File: src/rtl/q3fsm_pkg.sv
// Shared types and helpers for the q3fsm window logger.
// Optional build macro: LOGGER_HIT_ONLY_EN (see q3fsm_window_logger.sv).
package q3fsm_pkg;

   localparam int IDX_W_DEF = 8;
   localparam int RUN_W_DEF = 4;

   // One logged window result, laid out exactly as it appears on out_data.
   typedef struct packed {
      logic [IDX_W_DEF-1:0] idx;
      logic                 hit;
      logic [RUN_W_DEF-1:0] run;
   } q3fsm_rec_t;

   // Increment that sticks at max instead of wrapping.
   function automatic logic [31:0] sat_inc(input logic [31:0] v, input logic [31:0] max);
      return (v >= max) ? v : v + 32'd1;
   endfunction

endpackage

File: src/rtl/q3fsm_window_logger_if.sv
// Record stream toward the trace sink.
// valid/ready: a record moves on any rising edge where out_valid && out_ready;
// while out_valid && !out_ready the source holds out_data unchanged.
interface q3fsm_window_logger_if #(
   parameter int WIDTH = 13
);
   logic             out_valid;
   logic             out_ready;
   logic [WIDTH-1:0] out_data;

   modport master (output out_valid, output out_data, input out_ready);
   modport slave  (input out_valid, input out_data, output out_ready);
endinterface

File: src/rtl/q3fsm_sync_fifo.sv
// Pointer-based synchronous FIFO. Pointers carry one extra wrap bit so that
// level = wptr - rptr covers 0..DEPTH. A push while full is accepted only
// when a pop happens on the same edge.
module q3fsm_sync_fifo #(
   parameter int DEPTH = 4,
   parameter int WIDTH = 13,
   parameter int AW    = $clog2(DEPTH)
) (
   input  logic             clk,
   input  logic             reset,
   input  logic             i_push,
   input  logic [WIDTH-1:0] i_push_data,
   input  logic             i_pop,
   output logic [WIDTH-1:0] o_rd_data,
   output logic             o_full,
   output logic             o_empty,
   output logic [AW:0]      o_level
);

   logic [WIDTH-1:0] r_mem [DEPTH];
   logic [AW:0]      r_wptr;
   logic [AW:0]      r_rptr;
   logic [AW:0]      w_level;
   logic             w_pop_eff;
   logic             w_push_eff;

   assign w_level    = r_wptr - r_rptr;
   assign o_level    = w_level;
   assign o_full     = (w_level == (AW+1)'(DEPTH));
   assign o_empty    = (w_level == '0);
   assign w_pop_eff  = i_pop && !o_empty;
   assign w_push_eff = i_push && (!o_full || w_pop_eff);
   assign o_rd_data  = r_mem[r_rptr[AW-1:0]];

   // Storage and pointer update; reset clears contents so out_data reads zero.
   always_ff @(posedge clk or posedge reset) begin
      if (reset) begin
         for (int i = 0; i < DEPTH; i++) r_mem[i] <= '0;
         r_wptr <= '0;
         r_rptr <= '0;
      end else begin
         if (w_push_eff) begin
            r_mem[r_wptr[AW-1:0]] <= i_push_data;
            r_wptr                <= r_wptr + (AW+1)'(1);
         end
         if (w_pop_eff) r_rptr <= r_rptr + (AW+1)'(1);
      end
   end

endmodule

File: src/rtl/q3fsm_window_logger.sv
// Tags each evaluated window result with a wrapping index and a saturating
// hit-run length, buffers the records in a small FIFO toward a trace sink and
// counts records lost because the FIFO was full.
// Optional build macro: LOGGER_HIT_ONLY_EN -- when defined, only hit records
// are pushed; misses still advance the index and clear the run.
module q3fsm_window_logger
   import q3fsm_pkg::*;
#(
   parameter int DEPTH  = 4,
   parameter int IDX_W  = IDX_W_DEF,
   parameter int RUN_W  = RUN_W_DEF,
   parameter int DROP_W = 8,
   parameter int LVL_W  = $clog2(DEPTH) + 1
) (
   input  logic                  clk,
   input  logic                  reset,
   input  logic                  win_done,
   input  logic                  win_hit,
   q3fsm_window_logger_if.master sink,
   output logic [DROP_W-1:0]     drop_cnt,
   output logic [LVL_W-1:0]      fifo_lvl
);

   localparam int          REC_W   = IDX_W + 1 + RUN_W;
   localparam logic [31:0] RUN_MAX = (32'd1 << RUN_W) - 32'd1;

   logic [IDX_W-1:0]  r_idx;
   logic [RUN_W-1:0]  r_run;
   logic [DROP_W-1:0] r_drop;

   logic [RUN_W-1:0]  w_rec_run;
   logic [REC_W-1:0]  w_rec;
   logic              w_push_req;
   logic              w_push_ok;
   logic              w_drop;
   logic              w_pop;
   logic              w_full;
   logic              w_empty;

`ifdef LOGGER_HIT_ONLY_EN
   assign w_push_req = win_done && win_hit;
`else
   assign w_push_req = win_done;
`endif

   assign w_rec_run  = win_hit ? RUN_W'(sat_inc(32'(r_run), RUN_MAX)) : '0;
   assign w_rec      = {r_idx, win_hit, w_rec_run};
   assign w_pop      = sink.out_valid && sink.out_ready;
   assign w_push_ok  = w_push_req && (!w_full || w_pop);
   assign w_drop     = w_push_req && !w_push_ok;

   assign sink.out_valid = !w_empty;
   assign drop_cnt       = r_drop;

   q3fsm_sync_fifo #(
      .DEPTH (DEPTH),
      .WIDTH (REC_W)
   ) u_fifo (
      .clk         (clk),
      .reset       (reset),
      .i_push      (w_push_ok),
      .i_push_data (w_rec),
      .i_pop       (w_pop),
      .o_rd_data   (sink.out_data),
      .o_full      (w_full),
      .o_empty     (w_empty),
      .o_level     (fifo_lvl)
   );

   // Window index and hit-run advance on every evaluated window, pushed or not.
   always_ff @(posedge clk or posedge reset) begin
      if (reset) begin
         r_idx <= '0;
         r_run <= '0;
      end else if (win_done) begin
         r_idx <= r_idx + IDX_W'(1);
         r_run <= w_rec_run;
      end
   end

   // Saturating count of records refused because the FIFO had no room.
   always_ff @(posedge clk or posedge reset) begin
      if (reset) begin
         r_drop <= '0;
      end else if (w_drop && (r_drop != '1)) begin
         r_drop <= r_drop + DROP_W'(1);
      end
   end

endmodule
File: src/flat_wrapper.sv
// flat-port wrapper written by rule: the top's interface ports become plain ports
module q3fsm_window_logger_flat import q3fsm_pkg::*;
#(
   parameter int DEPTH  = 4,
   parameter int IDX_W  = IDX_W_DEF,
   parameter int RUN_W  = RUN_W_DEF,
   parameter int DROP_W = 8,
   parameter int LVL_W  = $clog2(DEPTH) + 1
)
  (clk, reset, win_done, win_hit, drop_cnt, fifo_lvl, sink_out_valid, sink_out_data, sink_out_ready);
  q3fsm_window_logger_if sink_i ();
  input  logic clk;
  input  logic reset;
  input  logic win_done;
  input  logic win_hit;
  output logic [DROP_W-1:0] drop_cnt;
  output logic [LVL_W-1:0] fifo_lvl;
  output wire logic [$bits(sink_i.out_valid)-1:0] sink_out_valid;
  output wire logic [$bits(sink_i.out_data)-1:0] sink_out_data;
  input wire logic [$bits(sink_i.out_ready)-1:0] sink_out_ready;
  assign sink_out_valid = sink_i.out_valid;
  assign sink_out_data = sink_i.out_data;
  assign sink_i.out_ready = sink_out_ready;
  q3fsm_window_logger #(.DEPTH(DEPTH), .IDX_W(IDX_W), .RUN_W(RUN_W), .DROP_W(DROP_W), .LVL_W(LVL_W)) u_core (.clk(clk), .reset(reset), .win_done(win_done), .win_hit(win_hit), .sink(sink_i), .drop_cnt(drop_cnt), .fifo_lvl(fifo_lvl));
endmodule
File: config.mk
export PLATFORM = sky130hd
export DESIGN_NAME = q3fsm_window_logger_flat
export DESIGN_NICKNAME = d
export VERILOG_FILES = /design/src/rtl/q3fsm_pkg.sv /design/src/rtl/q3fsm_window_logger_if.sv /design/src/rtl/q3fsm_sync_fifo.sv /design/src/rtl/q3fsm_window_logger.sv /design/src/flat_wrapper.sv
export SDC_FILE = /design/constraint.sdc
export NUM_CORES = 1
export LEC_CHECK = 0
export BUFFER_PORTS_ARGS = -buffer_cell sky130_fd_sc_hd__buf_2
export CAP_MARGIN = 10
export CELL_PAD_IN_SITES_DETAIL_PLACEMENT = 1
export CELL_PAD_IN_SITES_GLOBAL_PLACEMENT = 2
export CORE_MARGIN = 4
export CORE_UTILIZATION = 30
export CTS_CLUSTER_DIAMETER = 30
export DETAILED_ROUTE_END_ITERATION = 8
export GPL_TIMING_DRIVEN = 0
export PLACE_DENSITY_LB_ADDON = 0.1
export SLEW_MARGIN = 20
export SYNTH_ARGS = -nofsm -noshare
export SYNTH_HDL_FRONTEND = slang
export SYNTH_SLANG_ARGS = --single-unit
File: constraint.sdc
create_clock -name clk -period 2.9 [get_ports clk]
set_input_delay 0.29 -clock clk [delete_from_list [all_inputs] [get_ports clk]]
set_output_delay 0.29 -clock clk [all_outputs]
set_load 0.05 [all_outputs]
==> After elaboration in Yosys (flattened, before gate mapping) <==
Index checks and enable logic that the tools add are counted.
Widths: inputs -> output; s select.
{ "word_totals": {"input_bits": 5, "word_cells": 44, "out_inout_bits": 25, "regBits": 78} }
{ "op_classes": {"n_reduce_logical": 13, "n_bitwise": 2, "eq_ne": 2, "muxes": 8, "add_sub_neg": 6, "magnitude_cmp": 4} }
{ "ops": {"columns": ["cell", "n"], "rows": [
  ["$bwmux 52", 1],
  ["$mux 13", 3],
  ["$bmux 13 s2", 1],
  ["$demux 13 s2", 1],
  ["$add 8x1->8 const B", 2],
  ["$mux 4", 2],
  ["$ne 8x8->1 const B", 1],
  ["$logic_and 1x1->1", 7],
  ["$add 3x1->3 const B", 2],
  ["$ge 3x3->1 const B", 2],
  ["$not 2->3", 2],
  ["$add 4x1->4 const B", 1],
  ["$ge 4x4->1 const B", 1],
  ["$eq 3x3->1 const B", 1],
  ["$logic_not 1->1", 3],
  ["$logic_not 3->1", 1],
  ["$lt 3x1->1 const B", 1],
  ["$sub 3x3->3", 1],
  ["$logic_or 1x1->1", 2]
]} }

==> Logic depth before layout (Yosys ltp) <==
{ "depth": {"word_depth": 9, "mapped_depth": 8, "mapped_depth_nobuf": 7} }

==> Hierarchy <==
A second synthesis with hierarchy kept.
{ "hier_totals": {"cells_unflattened": 271, "hier_area_um2": 3789.9} }
{ "modules_own_cells": {"columns": ["mod", "cells_each", "area_each_um2", "seq_area_each_um2", "instances"], "rows": [
  ["q3fsm_sync_fifo", 168, 2737.6, 1451.4, 1],
  ["q3fsm_window_logger", 103, 1052.3, 500.5, 1]
]} }

==> Least setup slack after synthesis <==
OpenSTA, ideal clock, no wires.
{ "synth_path": {"path_kind": "register to register", "from": "reg u_core.u_fifo.r_wptr[0]", "to": "reg u_core.r_drop[1], in the netlist u_core.drop_cnt[1]", "arrival_ns": 2.424, "synth_period_minus_slack_ns": 2.549, "setup_ns": 0.125, "slack_ns": 0.351, "path_buffers": 1, "required_time_ns": 2.775, "path_stages_with_launch": 9, "path_cell_list": "dfrtp_1 > inv_1 > ha_1 > fa_1 > xnor3_2 > or2_1 > buf_6 > or3b_4 > mux2_4"} }
{ "synth_via": {"elab_chain_cells": 9, "elab_cells_between_ends": 11, "classes_between": "1 x add/sub; 1 x eq/ne; 9 x reduce/logical"} }
{ "synth_rtl": {"columns": ["element", "line", "rtl"], "rows": [
  ["start: declaration", "q3fsm_sync_fifo.sv:21", "logic [AW:0] r_wptr;"],
  ["start signal: assignment", "q3fsm_sync_fifo.sv:44", "r_wptr <= r_wptr + (AW+1)'(1);"],
  ["$sub 3x3->3 *", "q3fsm_sync_fifo.sv:27", "assign w_level = r_wptr - r_rptr;"],
  ["$logic_not 3->1", "q3fsm_sync_fifo.sv:30", "assign o_empty = (w_level == '0);"],
  ["$logic_not 1->1", "q3fsm_window_logger.sv:52", "assign sink.out_valid = !w_empty;"],
  ["$logic_and 1x1->1", "q3fsm_window_logger.sv:48", "assign w_pop = sink.out_valid && sink.out_ready;"],
  ["$logic_or 1x1->1 *", "q3fsm_window_logger.sv:49", "assign w_push_ok = w_push_req && (!w_full || w_pop);"],
  ["$logic_and 1x1->1 *", "q3fsm_window_logger.sv:49", null],
  ["$logic_not 1->1 *", "q3fsm_window_logger.sv:50", "assign w_drop = w_push_req && !w_push_ok;"],
  ["$logic_and 1x1->1 *", "q3fsm_window_logger.sv:50", null],
  ["$logic_and 1x1->1 *", "q3fsm_window_logger.sv:85", "end else if (w_drop && (r_drop != '1)) begin"],
  ["end signal: assignment", "q3fsm_window_logger.sv:86", "r_drop <= r_drop + DROP_W'(1);"],
  ["end: declaration", "q3fsm_window_logger.sv:29", "logic [DROP_W-1:0] r_drop;"]
]} }
Every way passes the cells marked *; elsewhere a longest branch is shown, timed or not.
A chain may end at the register's enable or synchronous reset.

==> Final worst setup path <==
{ "layout_path": {"from": "reg u_core.u_fifo.r_wptr[0]", "to": "reg u_core.r_drop[6], in the netlist u_core.drop_cnt[6]"} }
The elaborated chain is that of the path after synthesis.

==> out/metrics.csv <==
metric;value;unit
outcome;finished with violations;
violations;hold timing;
cts.sinks;78;
dpl-instance-area;3950;µm²
grt_usage;12.4;%
critPathLaunchType;flop;
num_vias;2232;
register_area;1950;µm²
grt_max_degree;45;
clock-root-buffer;clkbuf_16;
cts_made_buffers;9;
final.setup_skew;0.00394;ns
core;11600;µm²
arrival;2.98;ns
pwr-share-clk;18.4;%
grt_pass1_vias;2411;
setup_viol;0;
timing.final.crit_period;2.77;ns
cap_viol_max_count;0;
tightest_slew;0.734;ns
final_layout_size_suffix_gt1_share;37.4;%
ys_warn_count;0;
netlist.area_leader.share;54.2;%
viasPerCell;4.76;
post-route-cell-area;4350;µm²
power_per_cell_area;1290;nW/µm²
worstSetupPathType;flop to flop;
p_int;3180;µW
synthArstFlopShare;100;%
rrSetupSlack;0.13;ns
multi_input_area;1590;µm²
hold_violations;10;
slew_headroom;51.1;%
ctsHoldBuffers;0;
hold_class;input pin to async pin;
drt-initial-drc-count;66;
syn_area;3600;µm²
cts_buffer_depth;2;
cpMaxStageDelayCell;dfrtp_1;
swShare;43.3;%
grt-ovfl-total;0;
grt_pass1_wl;13400;µm
synthToLayoutAreaGrowth;20.6;%
cts_tree;built;
max_stage_delay;0.41;ns
hold_slack;-0.0114;ns
hpwl;5340;µm
worstPathCellList;inv_1, ha_1, fa_1, xnor3_2, or2_1, buf_6, nor4_1, mux2_2;
yosys.area.top_type;dfrtp_1;
first_pass_iters;4;
ys_ff_latch;78;
diodes;0;
ys_seq_area_share;54.2;%
syn_nets;285;
p_switching;2430;µW
routedWlPerCell;16.9;µm
pin_count;30;
pwr-share-seq;32.0;%
grt_antenna_before_repair;0;
worstSetupStartpoint;u_core.u_fifo.r_wptr[0];
insertion_delay;0.33;ns
path_clk_slew;0.06;ns
synthTopCellsByArea;dfrtp_1 (54%), mux2_2 (13%), mux4_2 (8.1%), nand2_1 (3.2%), ha_1 (3.1%);
synth_ff_type;dfrtp_1;
ir_drop;0.521;mV
nets;337;
portBuffers;28;
finalMaxSlewViolations;0;
postSynthCellCount;270;
max_freq;0.361;GHz
reg2regPathDepth;8;
rsz0062_at_grt;no;
required;3.11;ns
drt-total-wl;7910;µm
drc;0;
gp_congestion;0.690;
worst-path-max-fanout;8;
finish.utilization;37.6;%
synth.distinct_cells;33;
die_x;118;µm
die-height;118;µm
ant_nets;0;
leakagePower;0.00201;µW
combPwrFrac;49.5;%
synth_area_per_cell;13.3;µm²
fin_crit_sh;95.5;%
cts_htree_levels;3;
dieArea;13800;µm²
nFillCells;1252;
start_util;31.1;%
cp-end-kind;flop;
r2r_start;u_core.u_fifo.r_wptr[0];
num_rows;39;
synth-edff-count;0;
[through the flow]
stage	total power [µW]	setup TNS (ns)	std cells	hold WS, ns	setup slack, ns
detailed placement	4490	-0.266	442	0.363	-0.122
floorplan	3860	0	270	0.445	0.351
global placement	4440	-48.89	441	0.459	-0.628
finish	5610	0	469	-0.0114	0.130
global route	6020	0	469	0.0204	0.00955
CTS	5580	-0.472	457	0.00113	-0.0888
[placed cells by master (no fill, tap or decap), types with 8 or more instances in the layout]
| master | instances |
|---|---|
| clkbuf_16 | 9 |
| xor2_1 | 9 |
| clkbuf_1 | 8 |
| xnor2_1 | 9 |
| o21ai_0 | 18 |
| buf_4 | 12 |
| ha_1 | 9 |
| nand2_1 | 31 |
| buf_2 | 33 |
| mux4_2 | 13 |
| mux2_2 | 41 |
| inv_1 | 9 |
| dfrtp_1 | 78 |
[routing by layer]
| metal | vias to the layer above | GRT usage (%) | wire length (µm) | part of all wire, % |
|---|---|---|---|---|
| li1 | 1069 | - | - | - |
| met1 | 1125 | 17.1 | 3960 | 50 |
| met2 | 29 | 18.6 | 3630 | 46 |
| met3 | 9 | 2.74 | 195 | 2.5 |
| met4 | 0 | 5.71 | 120 | 1.5 |
| met5 | - | 0 | 0 | 0 |
[Yosys cell counts, types with 5 or more instances]
cell	instances
xnor2_1	9
nand4_1	6
dfrtp_1	78
nand2_1	31
ha_1	9
o21ai_0	18
xor2_1	9
clkbuf_1	5
buf_2	5
inv_1	10
mux4_2	13
mux2_2	41
[final cells by class]
type | count | share of cell area, %
Buffer | 13 | 1.44
Clock buffer | 14 | 6.08
Clock inverter | 1 | 0.115
Inverter | 10 | 0.921
Multi-Input combinational cell | 169 | 36.5
Sequential cell | 78 | 44.9
Tap cell | 143 | 4.12
Timing Repair Buffer | 41 | 5.93
[sequential cells by signal, indices dropped and copies added, names as in the netlist]
signal	flops
u_core.u_fifo.r_rptr	3
u_core.u_fifo.r_mem	52
u_core.r_idx	8
u_core.drop_cnt	8
u_core.r_run	4
u_core.u_fifo.r_wptr	3
[kinds of logic (layout without fill, tap and decap cells)]
logic type,Yosys count,in the layout,synth area share (%)
adder cells (fa/ha/maj),10,10,3.68
XOR/XNOR,19,19,5.04
buffers and inverters,23,79,2.78
multiplexers,58,58,22.2
flip-flops,78,78,54.2
AND/OR/NAND/NOR,56,56,7.33
AO/OA/AOI/OAI,26,26,4.79
[power by group through the flow]
stage | Sequential [µW] | Combinational, µW | Clock [µW]
finish | 1800 | 2780 | 1030
global route | 1870 | 3020 | 1130
CTS | 1810 | 2690 | 1080
detailed placement | 1820 | 2670 | 0
global placement | 1810 | 2630 | 0
floorplan | 1790 | 2070 | 0
[critical path, delay by kind of cell (launching register included)]
kind	cells	cell delay, ns
flops	1	0.41
mux	1	0.37
buf+inv	2	0.25
fa+ha+maj	2	0.63
xor+xnor	1	0.38
simple gates	2	0.61
[final timing paths]
path,to
min in group clk,u_core.u_fifo.r_rptr[2]
max,u_core.drop_cnt[6]
min,u_core.u_fifo.r_rptr[2]
max in group asynchronous,u_core.r_run[3]
max reg2reg,u_core.drop_cnt[6]
min reg2reg,u_core.u_fifo.r_mem[29]
[what timing repair did]
| item | 4_1_cts | 5_1_grt |
|---|---|---|
| buffers inserted | 0 | 12 |
| setup endpoints to repair | 7 | 17 |
| pin swaps | 0 | 4 |
| resized for setup | 1 | 3 |
Note: power is estimated with default switching activity, not from simulation.
